===== src/rtl/fetch_unit_pkg.sv =====
// fetch_unit_pkg: shared definitions for the instruction fetch stage.
//   fetch_state_t : sequencing state of the fetch unit (IDLE, RUN, HALTED)
//   R_BRANCH      : register index that holds the absolute branch target;
//                   shared with Control's BREG/bez/bne encoding
package fetch_unit_pkg;

   typedef enum logic [1:0] {
      IDLE,
      RUN,
      HALTED
   } fetch_state_t;

   localparam logic [3:0] R_BRANCH = 4'b1000;

endpackage : fetch_unit_pkg


===== src/rtl/fetch_unit_sat_counter.sv =====
// sat_counter: synchronous up-counter that sticks at its all-ones value.
//   CLK   : clock, rising edge
//   Reset : synchronous active-high, clears count
//   clr   : synchronous clear (below Reset in priority)
//   inc   : increment by one unless already saturated
//   count : current value
module sat_counter #(
   parameter int unsigned W = 16
) (
   input  logic         CLK,
   input  logic         Reset,
   input  logic         clr,
   input  logic         inc,
   output logic [W-1:0] count
);

   always_ff @(posedge CLK) begin
      if (Reset) begin
         count <= '0;
      end else if (clr) begin
         count <= '0;
      end else if (inc && (count != '1)) begin
         count <= count + W'(1);
      end
   end

endmodule : sat_counter


===== src/rtl/fetch_unit.sv =====
// fetch_unit: instruction fetch stage of the single-cycle 9-bit core.
// Holds the PC, sequences start/run/halt and selects the next PC from a
// sequential increment or a taken branch.
//   CLK       : clock, rising edge
//   Reset     : synchronous active-high reset
//   Start     : begin execution at StartAddr (accepted in IDLE/HALTED only)
//   StartAddr : first instruction address
//   Halt      : Control HALT for the instruction at PC
//   Branch    : Control BRANCH for the instruction at PC
//   Taken     : ALU branch condition
//   Target    : absolute branch target
//   PC        : current instruction address to the ROM
//   InstValid : PC holds a live instruction this cycle
//   Done      : program has executed ht
//   InstCount : instructions retired since last accepted start, saturating
module fetch_unit
   import fetch_unit_pkg::*;
#(
   parameter int unsigned PC_W  = 10,
   parameter int unsigned CNT_W = 16
) (
   input  logic             CLK,
   input  logic             Reset,
   input  logic             Start,
   input  logic [PC_W-1:0]  StartAddr,
   input  logic             Halt,
   input  logic             Branch,
   input  logic             Taken,
   input  logic [PC_W-1:0]  Target,
   output logic [PC_W-1:0]  PC,
   output logic             InstValid,
   output logic             Done,
   output logic [CNT_W-1:0] InstCount
);

   fetch_state_t    state_q, state_d;
   logic [PC_W-1:0] pc_q, pc_d;
   logic            cnt_clr;
   logic            cnt_inc;

   always_ff @(posedge CLK) begin
      if (Reset) begin
         state_q <= IDLE;
         pc_q    <= '0;
      end else begin
         state_q <= state_d;
         pc_q    <= pc_d;
      end
   end

   always_comb begin
      state_d = state_q;
      pc_d    = pc_q;
      cnt_clr = 1'b0;
      cnt_inc = 1'b0;
      case (state_q)
         IDLE, HALTED: begin
            if (Start) begin
               state_d = RUN;
               pc_d    = StartAddr;
               cnt_clr = 1'b1;
            end
         end
         RUN: begin
            // Every RUN cycle retires one instruction, ht included.
            cnt_inc = 1'b1;
            if (Halt) begin
               state_d = HALTED;
            end else if (Branch && Taken) begin
               pc_d = Target;
            end else begin
               pc_d = pc_q + PC_W'(1);
            end
         end
         default: begin
            state_d = IDLE;
         end
      endcase
   end

   assign PC        = pc_q;
   assign InstValid = (state_q == RUN);
   assign Done      = (state_q == HALTED);

   sat_counter #(
      .W (CNT_W)
   ) u_inst_count (
      .CLK   (CLK),
      .Reset (Reset),
      .clr   (cnt_clr),
      .inc   (cnt_inc),
      .count (InstCount)
   );

endmodule : fetch_unit

===== config.mk =====
export PLATFORM = sky130hd
export DESIGN_NAME = fetch_unit
export DESIGN_NICKNAME = d
export VERILOG_FILES = /design/src/rtl/fetch_unit_pkg.sv /design/src/rtl/fetch_unit_sat_counter.sv /design/src/rtl/fetch_unit.sv
export SDC_FILE = /design/constraint.sdc
export NUM_CORES = 1
export LEC_CHECK = 0
export ABC_AREA = 1
export BUFFER_PORTS_ARGS = -buffer_cell sky130_fd_sc_hd__buf_2
export CORE_ASPECT_RATIO = 1.2
export CORE_MARGIN = 1
export CORE_UTILIZATION = 45
export CTS_CLUSTER_SIZE = 10
export DETAILED_ROUTE_END_ITERATION = 16
export PLACE_DENSITY = 0.76
export SETUP_SLACK_MARGIN = 0.2
export SLEW_MARGIN = 20
export SYNTH_ARGS = -nofsm -noshare
export SYNTH_HDL_FRONTEND = slang
export SYNTH_HIERARCHICAL = 1
export SYNTH_SLANG_ARGS = --single-unit

===== constraint.sdc =====
create_clock -name CLK -period 1.9 [get_ports CLK]
set_input_delay 0 -clock CLK [delete_from_list [all_inputs] [get_ports CLK]]
set_output_delay 0 -clock CLK [all_outputs]
set_load 0.05 [all_outputs]

Word level (Yosys, flattened, before mapping)
Cells that the tools add are included.

Input port bits: 26. Output and inout port bits: 28. Logic and storage cells: 29. Register bits after elaboration: 28.

Add/subtract/negate cells: 2. Reductions and logical operators: 8. Equality and inequality tests: 6. Muxes and demuxes: 10.

Operators with widths (number): two-way mux 10 bit (3); one-hot mux 10 bit (2 select lines) (1); adder 16 x 1 -> 16 bit, second input constant (1); inequality test 16 bit, second input constant (1); adder 10 x 1 -> 10 bit, second input constant (1); inequality test 2 bit, second input constant (3); two-way mux 2 bit (2); one-hot mux 2 bit (2 select lines) (1); OR reduction 2 bit (2); two-way mux 1 bit (3); AND reduction 3 bit (1); == test 2 x 1 -> 1 bit, second input constant (1); == test 2 bit, second input constant (1); logical AND 1 bit (2); logical NOT 2 bit (1); AND reduction 2 bit (1); nonzero test 2 bit (1).

Logic depth before layout (Yosys ltp)
Gate-level depths: netlist of the first run.

Depth in word-level cells: 4. Depth in mapped cells: 10. Gate-level depth less buffers: 10.

Cells and area by module
Netlist of the first run, hierarchy kept.

Modules (own cells, without submodules): sat_counter (cells an instance 156, seq. area each 320.3 sq um, times used 1, area an instance 1004.7 sq um); fetch_unit (cells an instance 135, seq. area each 240.2 sq um, times used 1, area an instance 838.3 sq um).

Worst setup path before layout of the first run
No wires, ideal clock.

Path kind: register to register. Start point: reg u_inst_count.count[0]. End point: reg u_inst_count.count[15]. Library setup time: 117 ps. Period minus slack after synthesis: 1785 ps. Buffers on the path: 1. Data required time: 1783 ps. Data arrival time: 1668 ps. Slack: 115 ps. Cell stages (with the launch flop): 8. Cells stage by stage: dfxtp_1 -> ha_1 -> nand2_1 -> nor2_4 -> nand4_4 -> buf_6 -> a21oi_1 -> nor2_1.

Cells in the longest elaborated chain, start to end: 2. Elaborated cells between the ends (all ways): 3. Those cells by class: add/sub: 1; eq/ne: 1; reduce/logical: 1.

RTL lines: from (decl) (RTL line fetch_unit_sat_counter.sv:14) `output logic [W-1:0] count`; from (signal assigned) (RTL line fetch_unit_sat_counter.sv:23) `count <= count + W'(1);`; branches (longest 2 deep; another with adder 16 x 1 -> 16 bit).

Several ways; the timed one is not identified. A chain may end at the register's enable or synchronous reset.

Worst setup path after layout of the first run
Start point: reg state_q[1]. End point: reg state_q[1].

Cells in the longest elaborated chain, start to end: 4. Elaborated cells between the ends (all ways): 8. Those cells by class: eq/ne: 4; mux: 1; reduce/logical: 3.

RTL lines: from (decl) (RTL line fetch_unit.sv:36) `fetch_state_t state_q, state_d;`; from (signal assigned) (RTL line fetch_unit.sv:46) `state_q <= state_d;`; == test 2 bit or logical NOT 2 bit (tied branches) (RTL line fetch_unit.sv:56) `case (state_q)`; OR reduction 2 bit (RTL line fetch_unit.sv:56); inequality test 2 bit (no line); AND reduction 2 bit (no line).

Parallel ways exist; a longest one is shown, timed or not.

==> results of run 1 <==
per-layer routing:
| metal | wire [um] | GRT usage |
|---|---|---|
| met1 | 1900 | 0.248 |
| met2 | 2510 | 0.429 |
| met3 | 151 | 0.0250 |
| met4 | 125 | 0.104 |
| met5 | 0 | 0 |
synthesized netlist by cell type:
cell type and instances:
sky130_fd_sc_hd__and3_2 1, sky130_fd_sc_hd__nand4_1 4, sky130_fd_sc_hd__a21oi_1 28, sky130_fd_sc_hd__inv_2 3, sky130_fd_sc_hd__o211ai_1 1, sky130_fd_sc_hd__o21ai_0 6
sky130_fd_sc_hd__nand4_4 1, sky130_fd_sc_hd__dfxtp_1 28, sky130_fd_sc_hd__o21ai_1 10, sky130_fd_sc_hd__nand3_2 1, sky130_fd_sc_hd__nand3b_1 1, sky130_fd_sc_hd__nand3_1 23
sky130_fd_sc_hd__nor3_1 1, sky130_fd_sc_hd__nand2_2 3, sky130_fd_sc_hd__buf_2 2, sky130_fd_sc_hd__nor2_8 1, sky130_fd_sc_hd__o22ai_1 1, sky130_fd_sc_hd__nor2_2 6
sky130_fd_sc_hd__nand2_1 66, sky130_fd_sc_hd__ha_1 2, sky130_fd_sc_hd__and2_2 1, sky130_fd_sc_hd__clkinv_1 1, sky130_fd_sc_hd__nor2_1 56, sky130_fd_sc_hd__nor2_4 5
sky130_fd_sc_hd__xor2_1 1, sky130_fd_sc_hd__inv_1 31, sky130_fd_sc_hd__nand2_4 3, sky130_fd_sc_hd__buf_6 3, sky130_fd_sc_hd__o21ai_4 1
kinds of logic after synthesis:
kind of cell    after synthesis  share of synthesized area
simple gates                173                      0.447
compound gates               47                      0.136
buf+inv                      40                     0.0950
flops                        28                      0.304
fa+ha+maj                     2                     0.0136
xor+xnor                      1                    0.00475
area by class of cell:
class / count / area share
Tap cell: 54 / 0.0297
Timing Repair Buffer: 64 / 0.156
Sequential cell: 28 / 0.248
Clock buffer: 3 / 0.0182
Inverter: 35 / 0.0595
Multi-Input combinational cell: 223 / 0.488
registers in the layout, summed over array words and instances (netlist names):
name	count
PC	10
state_q	2
u_inst_count/count	16
power groups by stage:
stage	combinational, W	clock [W]	sequential [W]
floorplan	0.000150	0	0.000743
global placement	0.000307	0	0.000665
detailed placement	0.000313	0	0.000666
CTS	0.000318	0.000332	0.000652
global route	0.000366	0.000345	0.000657
finish	0.000334	0.000329	0.000653
metrics by stage:
step	setup slack, ns	cell area [sq um]	cells	util
detailed placement	0.296	2150	395	0.546
global route	0.333	2270	407	0.577
finish	0.400	2270	407	0.577
CTS	0.243	2220	401	0.564
floorplan	0.262	1850	291	-
global placement	0.357	2150	395	0.546
worst max-delay path: stages (launching register included):
cell	delay, ns
sky130_fd_sc_hd__dfxtp_1	0.31
sky130_fd_sc_hd__inv_1	0.10
sky130_fd_sc_hd__nand2_4	0.08
sky130_fd_sc_hd__clkinvlp_4	0.14
sky130_fd_sc_hd__nand2_1	0.08
sky130_fd_sc_hd__a21oi_1	0.16
sky130_fd_sc_hd__dlygate4sd3_1	0.58
worst paths after layout:
kind / slack, ns / startpoint / cells past startpoint / endpoint
setup / recovery: 0.40 / state_q[1] / 6 / state_q[1]
setup reg to reg: 0.40 / state_q[1] / 6 / state_q[1]
hold reg to reg: 0.51 / u_inst_count/count[1] / 2 / u_inst_count/count[1]
hold / removal: 0.002 / StartAddr[4] / 3 / PC[4]
timing repair:
action / 4_1_cts / 5_1_grt
resized for setup: 0 / 1
endpoints found under the hold margin: 3 / 0
buffers inserted: 0 / 6
endpoints found under the setup margin: 0 / 7
hold buffers: 3 / 0
==> metrics.log, run 1 <==
[metrics] remaining antenna violation count: 0
[metrics] number of vias after detailed routing: 2,044
[metrics] pin slew with the least headroom to its limit: 0.328 ns
[metrics] library cells used by synthesis: 29
[metrics] synthesized net count: 319
[metrics] start-to-end type of the worst setup path: flip-flop to flip-flop
[metrics] Antenna diodes: 0
[metrics] worst clock skew: 0.00419 ns
[metrics] Area contributors post-synth: sky130_fd_sc_hd__dfxtp_1 (30%), sky130_fd_sc_hd__nand2_1 (13%), sky130_fd_sc_hd__nor2_1 (11%)
[metrics] row cnt: 25
[metrics] Register Area: 563 sq um
[metrics] Max H-tree Level: 1
[metrics] later-pin clock latency in the skew report: 0.28 ns
[metrics] first-pass GRT wire length: 7710 um
[metrics] Horiz. Die Dim: 60.4 um
[metrics] final number of setup-violating endpoints: 0
[metrics] element type at the critical path start: flip-flop
[metrics] power per standard cell area: 579 nW/um^2
[metrics] synth warn: 6
[metrics] number of I/O pins: 54
[metrics] count of fill cells added during filler insertion: 414
[metrics] largest fanout of any net on the critical path: 8
[metrics] syn_area_per_cell: 6.33 sq um
[metrics] critical path endpoint category: flip-flop
[metrics] synthesis-stage register bit count: 28
[metrics] path type of the worst min-delay path: input port to flip-flop
[metrics] number of buffers added on ports: 53
[metrics] run status: completed
[metrics] setup repair after global routing missed its margin: false
[metrics] net load switching power: 0.000450 W
[metrics] number of clock sinks seen by CTS: 28
[metrics] top library cells by usage in the layout, fill and taps aside: sky130_fd_sc_hd__nand2_1 (66), sky130_fd_sc_hd__nor2_1 (55), sky130_fd_sc_hd__buf_2 (53)
[metrics] initial standard-cell utilization of the core: 0.468
[metrics] pin count of the biggest net entering global routing: 20
[metrics] Static Leakage: 1.09 nW
[metrics] layout-stage area growth over the synthesis result: 23.3%
[metrics] First DRT Iteration DRCs: 108
[metrics] fraction of final layout cells with drive strength greater than 1: 0.266
[metrics] max-slew violations: 0
[metrics] CTS Root Cell: sky130_fd_sc_hd__clkbuf_8
[metrics] cell type contributing the most total cell area after synthesis: sky130_fd_sc_hd__dfxtp_1
[metrics] Power Internal: 0.000867 W
[metrics] detail-routed net length per standard cell: 11.5 um
[metrics] gate count of the mapped netlist: 291
[metrics] worst path required time: 2.12 ns
[metrics] y dimension of the die: 72.1 um
[metrics] total negative slack for setup checks: 0 ns
[metrics] standard cell core area: 3940 sq um
[metrics] area share of the largest cell type after synthesis: 0.304
[metrics] # Max-Cap Violations: 0
[metrics] GR Util All Layers: 0.229
[metrics] overall power after layout: 0.00132 W
[metrics] minimum clock period: 1.50 ns
[metrics] clk slew on worst S/H paths: 0.10 ns
[metrics] minimum hold slack: 0.00232 ns
[metrics] DR vias/cell: 5.02
[metrics] proportion of power drawn by combinational gates: 0.254
[metrics] TritonCTS clock tree: built
[metrics] most common library cell in the layout ignoring fill and taps: sky130_fd_sc_hd__nand2_1
[metrics] cell area after technology mapping: 1840 sq um
[metrics] sequential share of the synthesized area: 0.304
[metrics] worst-case clock buffer depth: 2
[metrics] area occupied by multi-input gates: 1110 sq um
[metrics] number of global-route vias before repair: 1,848
[metrics] number of buffers inserted during clock tree synthesis: 3
[metrics] number of antenna violations at the first check in global routing: 0
[metrics] Die Area: 4360 sq um
[metrics] GR Overflow Total: 0
[metrics] maximum operating frequency: 667 MHz
[metrics] Seq pwr share: 0.496
[metrics] Routed WL: 4690 um
[metrics] final cycle utilization of the critical path: 0.789
[metrics] final number of hold-violating endpoints: 0
[metrics] DR pass1 iterations: 4
[metrics] Post-DP HPWL: 3440 um
[metrics] slew margin rel.: 0.781
[metrics] worst vdd rail ir drop: 0.314 mV
[metrics] switching portion of total power: 0.342
[metrics] clock power share: 0.250
[metrics] RD Place Congestion: 0.856
[metrics] worst path arrival time: 1.72 ns
[metrics] post-route DRC violation count: 0
[metrics] nets: 383
Power figures use the tool's default switching activity.
==> run 2: changes to the inputs <==
==> constraint.sdc (replaced) <==
create_clock -name CLK -period 1.5 [get_ports CLK]
set_input_delay 0 -clock CLK [delete_from_list [all_inputs] [get_ports CLK]]
set_output_delay 0 -clock CLK [all_outputs]
set_load 0.05 [all_outputs]
==> run 2 against run 1 <==
  * The flow now finishes with violations (hold timing)
  * Total power increased by 38%
  * Global-route usage down 0.57 points
  * Maximum frequency grew 14%
  * Via count grew 2.9%
  * Sequential power up 26%
  * Critical endpoint is now u_inst_count/count[9]
  * Setup slack got worse by 0.22 ns
  * Utilization is 8.9 points higher
  * Clock-buffer cell count increased by 1
  * Critical path depth up 2
  * Register-to-register slack lost 0.22 ns
  * Clock power is 45% higher
==> metrics.log, run 2 (synthesis gave the netlist of run 1 again) <==
[metrics] run status: finished, violations left (was completed)
[metrics] violated checks: hold timing
[metrics] endpoint of the worst register-to-register path: u_inst_count/count[9] (was state_q[1])
[metrics] pin count of the biggest net entering global routing: 19 (was 20)
[metrics] destination of the critical timing path: u_inst_count/count[9] (was state_q[1])
[metrics] layout-stage area growth over the synthesis result: 42.3% (was 23.3%)
[metrics] total negative slack for setup checks: 0 ns (unchanged)
[metrics] fraction of final layout cells with drive strength greater than 1: 0.426 (was 0.266)
[metrics] final cycle utilization of the critical path: 0.879 (was 0.789)
[metrics] Horiz. Die Dim: 60.4 um (unchanged)
[metrics] count of fill cells added during filler insertion: 375 (was 414)
[metrics] most common library cell in the layout ignoring fill and taps: sky130_fd_sc_hd__nand2_1 (unchanged)
[metrics] First DRT Iteration DRCs: 102 (was 108)
[metrics] number of placed cells counting well taps: 397 (was 395)
[metrics] final number of setup-violating endpoints: 0 (unchanged)
[metrics] # Max-Cap Violations: 0 (unchanged)
[metrics] later-pin clock latency in the skew report: 0.27 ns (was 0.28 ns)
[metrics] Routed WL: 4930 um (was 4690 um)
[metrics] GR Overflow Total: 0 (unchanged)
[metrics] worst clock skew: 0.00519 ns (was 0.00419 ns)
[metrics] worst reg2reg startpoint: u_inst_count/count[1] (was state_q[1])
[metrics] first-pass GRT wire length: 7660 um (was 7710 um)
[metrics] initial standard-cell utilization of the core: 0.468 (unchanged)
[metrics] critical path endpoint category: flip-flop (unchanged)
[metrics] row cnt: 25 (unchanged)
[metrics] overall power after layout: 0.00182 W (was 0.00132 W)
[metrics] final design instance area without fill: 2620 sq um (was 2270 sq um)
[metrics] detail-routed net length per standard cell: 11.8 um (was 11.5 um)
[metrics] y dimension of the die: 72.1 um (unchanged)
[metrics] max-slew violations: 0 (unchanged)
[metrics] number of buffers inserted during clock tree synthesis: 3 (unchanged)
[metrics] minimum clock period: 1.32 ns (was 1.50 ns)
[metrics] Post-DP HPWL: 3500 um (was 3440 um)
[metrics] r2r worst-path depth: 8 (was 6)
[metrics] DR pass1 iterations: 4 (unchanged)
[metrics] DR vias/cell: 5.03 (was 5.02)
[metrics] element type at the critical path start: flip-flop (unchanged)
[metrics] worst vdd rail ir drop: 0.412 mV (was 0.314 mV)
[metrics] number of clock sinks seen by CTS: 28 (unchanged)
[metrics] post-route DRC violation count: 0 (unchanged)
[metrics] Antenna diodes: 0 (unchanged)
[metrics] GR Util All Layers: 0.223 (was 0.229)
[metrics] number of vias after detailed routing: 2,104 (was 2,044)
[metrics] path type of the worst min-delay path: input port to flip-flop (unchanged)
[metrics] RD Place Congestion: 0.881 (was 0.856)
[metrics] standard cell core area: 3940 sq um (unchanged)
[metrics] remaining antenna violation count: 0 (unchanged)
[metrics] final instance count without filler cells: 418 (was 407)
[metrics] worst path arrival time: 1.49 ns (was 1.72 ns)
[metrics] slew margin rel.: 0.722 (was 0.781)
[metrics] start-to-end type of the worst setup path: flip-flop to flip-flop (unchanged)
[metrics] worst path required time: 1.68 ns (was 2.12 ns)
[metrics] largest fanout of any net on the critical path: 14 (was 8)
[metrics] maximum operating frequency: 759 MHz (was 667 MHz)
[metrics] setup repair after global routing missed its margin: true (was false)
[metrics] final number of hold-violating endpoints: 1 (was 0)
[metrics] Critical Path Source: u_inst_count/count[1] (was state_q[1])
[metrics] Static Leakage: 1.20 nW (was 1.09 nW)
[metrics] Die Area: 4360 sq um (unchanged)
[metrics] Reg2Reg Setup Slack: 0.18 ns (was 0.40 ns)
[metrics] number of I/O pins: 54 (unchanged)
[metrics] clk slew on worst S/H paths: 0.10 ns (about the same)
[metrics] total cell area at the placement stage: 2280 sq um (was 2150 sq um)
[metrics] flip-flop count of the largest register, all copies and words added: 16 (unchanged)
[metrics] power per standard cell area: 694 nW/um^2 (was 579 nW/um^2)
[metrics] minimum hold slack: -0.00457 ns (was 0.00232 ns)
[metrics] TritonCTS clock tree: built (unchanged)
[metrics] CTS Root Cell: sky130_fd_sc_hd__clkbuf_8 (unchanged)
[metrics] pin slew with the least headroom to its limit: 0.416 ns (was 0.328 ns)
[metrics] number of buffers added on ports: 53 (unchanged)
[metrics] worst-case clock buffer depth: 2 (unchanged)
[metrics] nets: 393 (was 383)
[metrics] top library cells by usage in the layout, fill and taps aside: sky130_fd_sc_hd__nand2_1 (63), sky130_fd_sc_hd__nor2_1 (52), sky130_fd_sc_hd__buf_2 (52) (was sky130_fd_sc_hd__nand2_1 (66), sky130_fd_sc_hd__nor2_1 (55), sky130_fd_sc_hd__buf_2 (53))
[metrics] number of global-route vias before repair: 1,822 (was 1,848)
[metrics] number of antenna violations at the first check in global routing: 0 (unchanged)
[metrics] Biggest register: u_inst_count/count (unchanged)
[metrics] Max H-tree Level: 1 (unchanged)
-- run 2: metrics by stage --
| step | utilization | worst slack, ns |
|---|---|---|
| after detailed placement | 0.579 | 0.179 |
| after global placement | 0.579 | 0.223 |
| after CTS | 0.607 | 0.180 |
| final | 0.665 | 0.182 |
| after floorplan | - | 0.0464 |
| after global routing | 0.665 | 0.0691 |
-- run 2: where the power goes --
| group | switching, W | internal [W] | total (W) |
|---|---|---|---|
| clock network | 0.000243 | 0.000235 | 0.000478 |
| registers | 0.0000557 | 0.000766 | 0.000822 |
| logic | 0.000325 | 0.000195 | 0.000521 |
-- run 2: worst min-delay path by stage --
stage,startpoint,end,cells after the start
4_1_cts,StartAddr[8],PC[8],3
5_1_grt,StartAddr[4],PC[4],3
3_5_place_dp,Reset,state_q[1],2
2_1_floorplan,Reset,state_q[1],1
6_report,StartAddr[1],PC[1],3
3_3_place_gp,Reset,state_q[1],2
-- run 2: critical path: stages, from the launching register on --
cell and delay, ns:
sky130_fd_sc_hd__dfxtp_4 0.38, sky130_fd_sc_hd__ha_4 0.15, sky130_fd_sc_hd__nand2_4 0.05, sky130_fd_sc_hd__nor2_4 0.14, sky130_fd_sc_hd__nand4_4 0.21, sky130_fd_sc_hd__nand2_1 0.13, sky130_fd_sc_hd__nand2_1 0.05, sky130_fd_sc_hd__nand2_1 0.06
sky130_fd_sc_hd__nor2_1 0.04
-- run 2: layout make-up --
type / instances / area [sq um] / area share
clock buffer: 4 / 55.1 / 0.0210
inverter: 35 / 145 / 0.0553
multi-input combinational: 223 / 1260 / 0.479
sequential: 28 / 623 / 0.238
tap: 54 / 67.6 / 0.0258
timing repair buffer: 73 / 469 / 0.179
timing repair inverter: 1 / 6.26 / 0.00239
-- run 2: repair_timing --
action / in CTS / in global routing
hold buffers: 5 / 0
pin swaps: 1 / 7
cloned: 0 / 2
gates resized for setup: 1 / 41
setup endpoints to repair: 11 / 26
setup buffers: 0 / 10
hold endpoints to repair: 4 / 0
-- run 2: per-layer routing --
metal  track usage  vias up  wire (um)  share of wire
met5             0        -          0              0
met4        0.0682        0         70          0.014
met3        0.0232        6        139          0.028
met2         0.425       49       2710           0.55
met1         0.250      967       2020           0.41
li1              -     1082          -              -
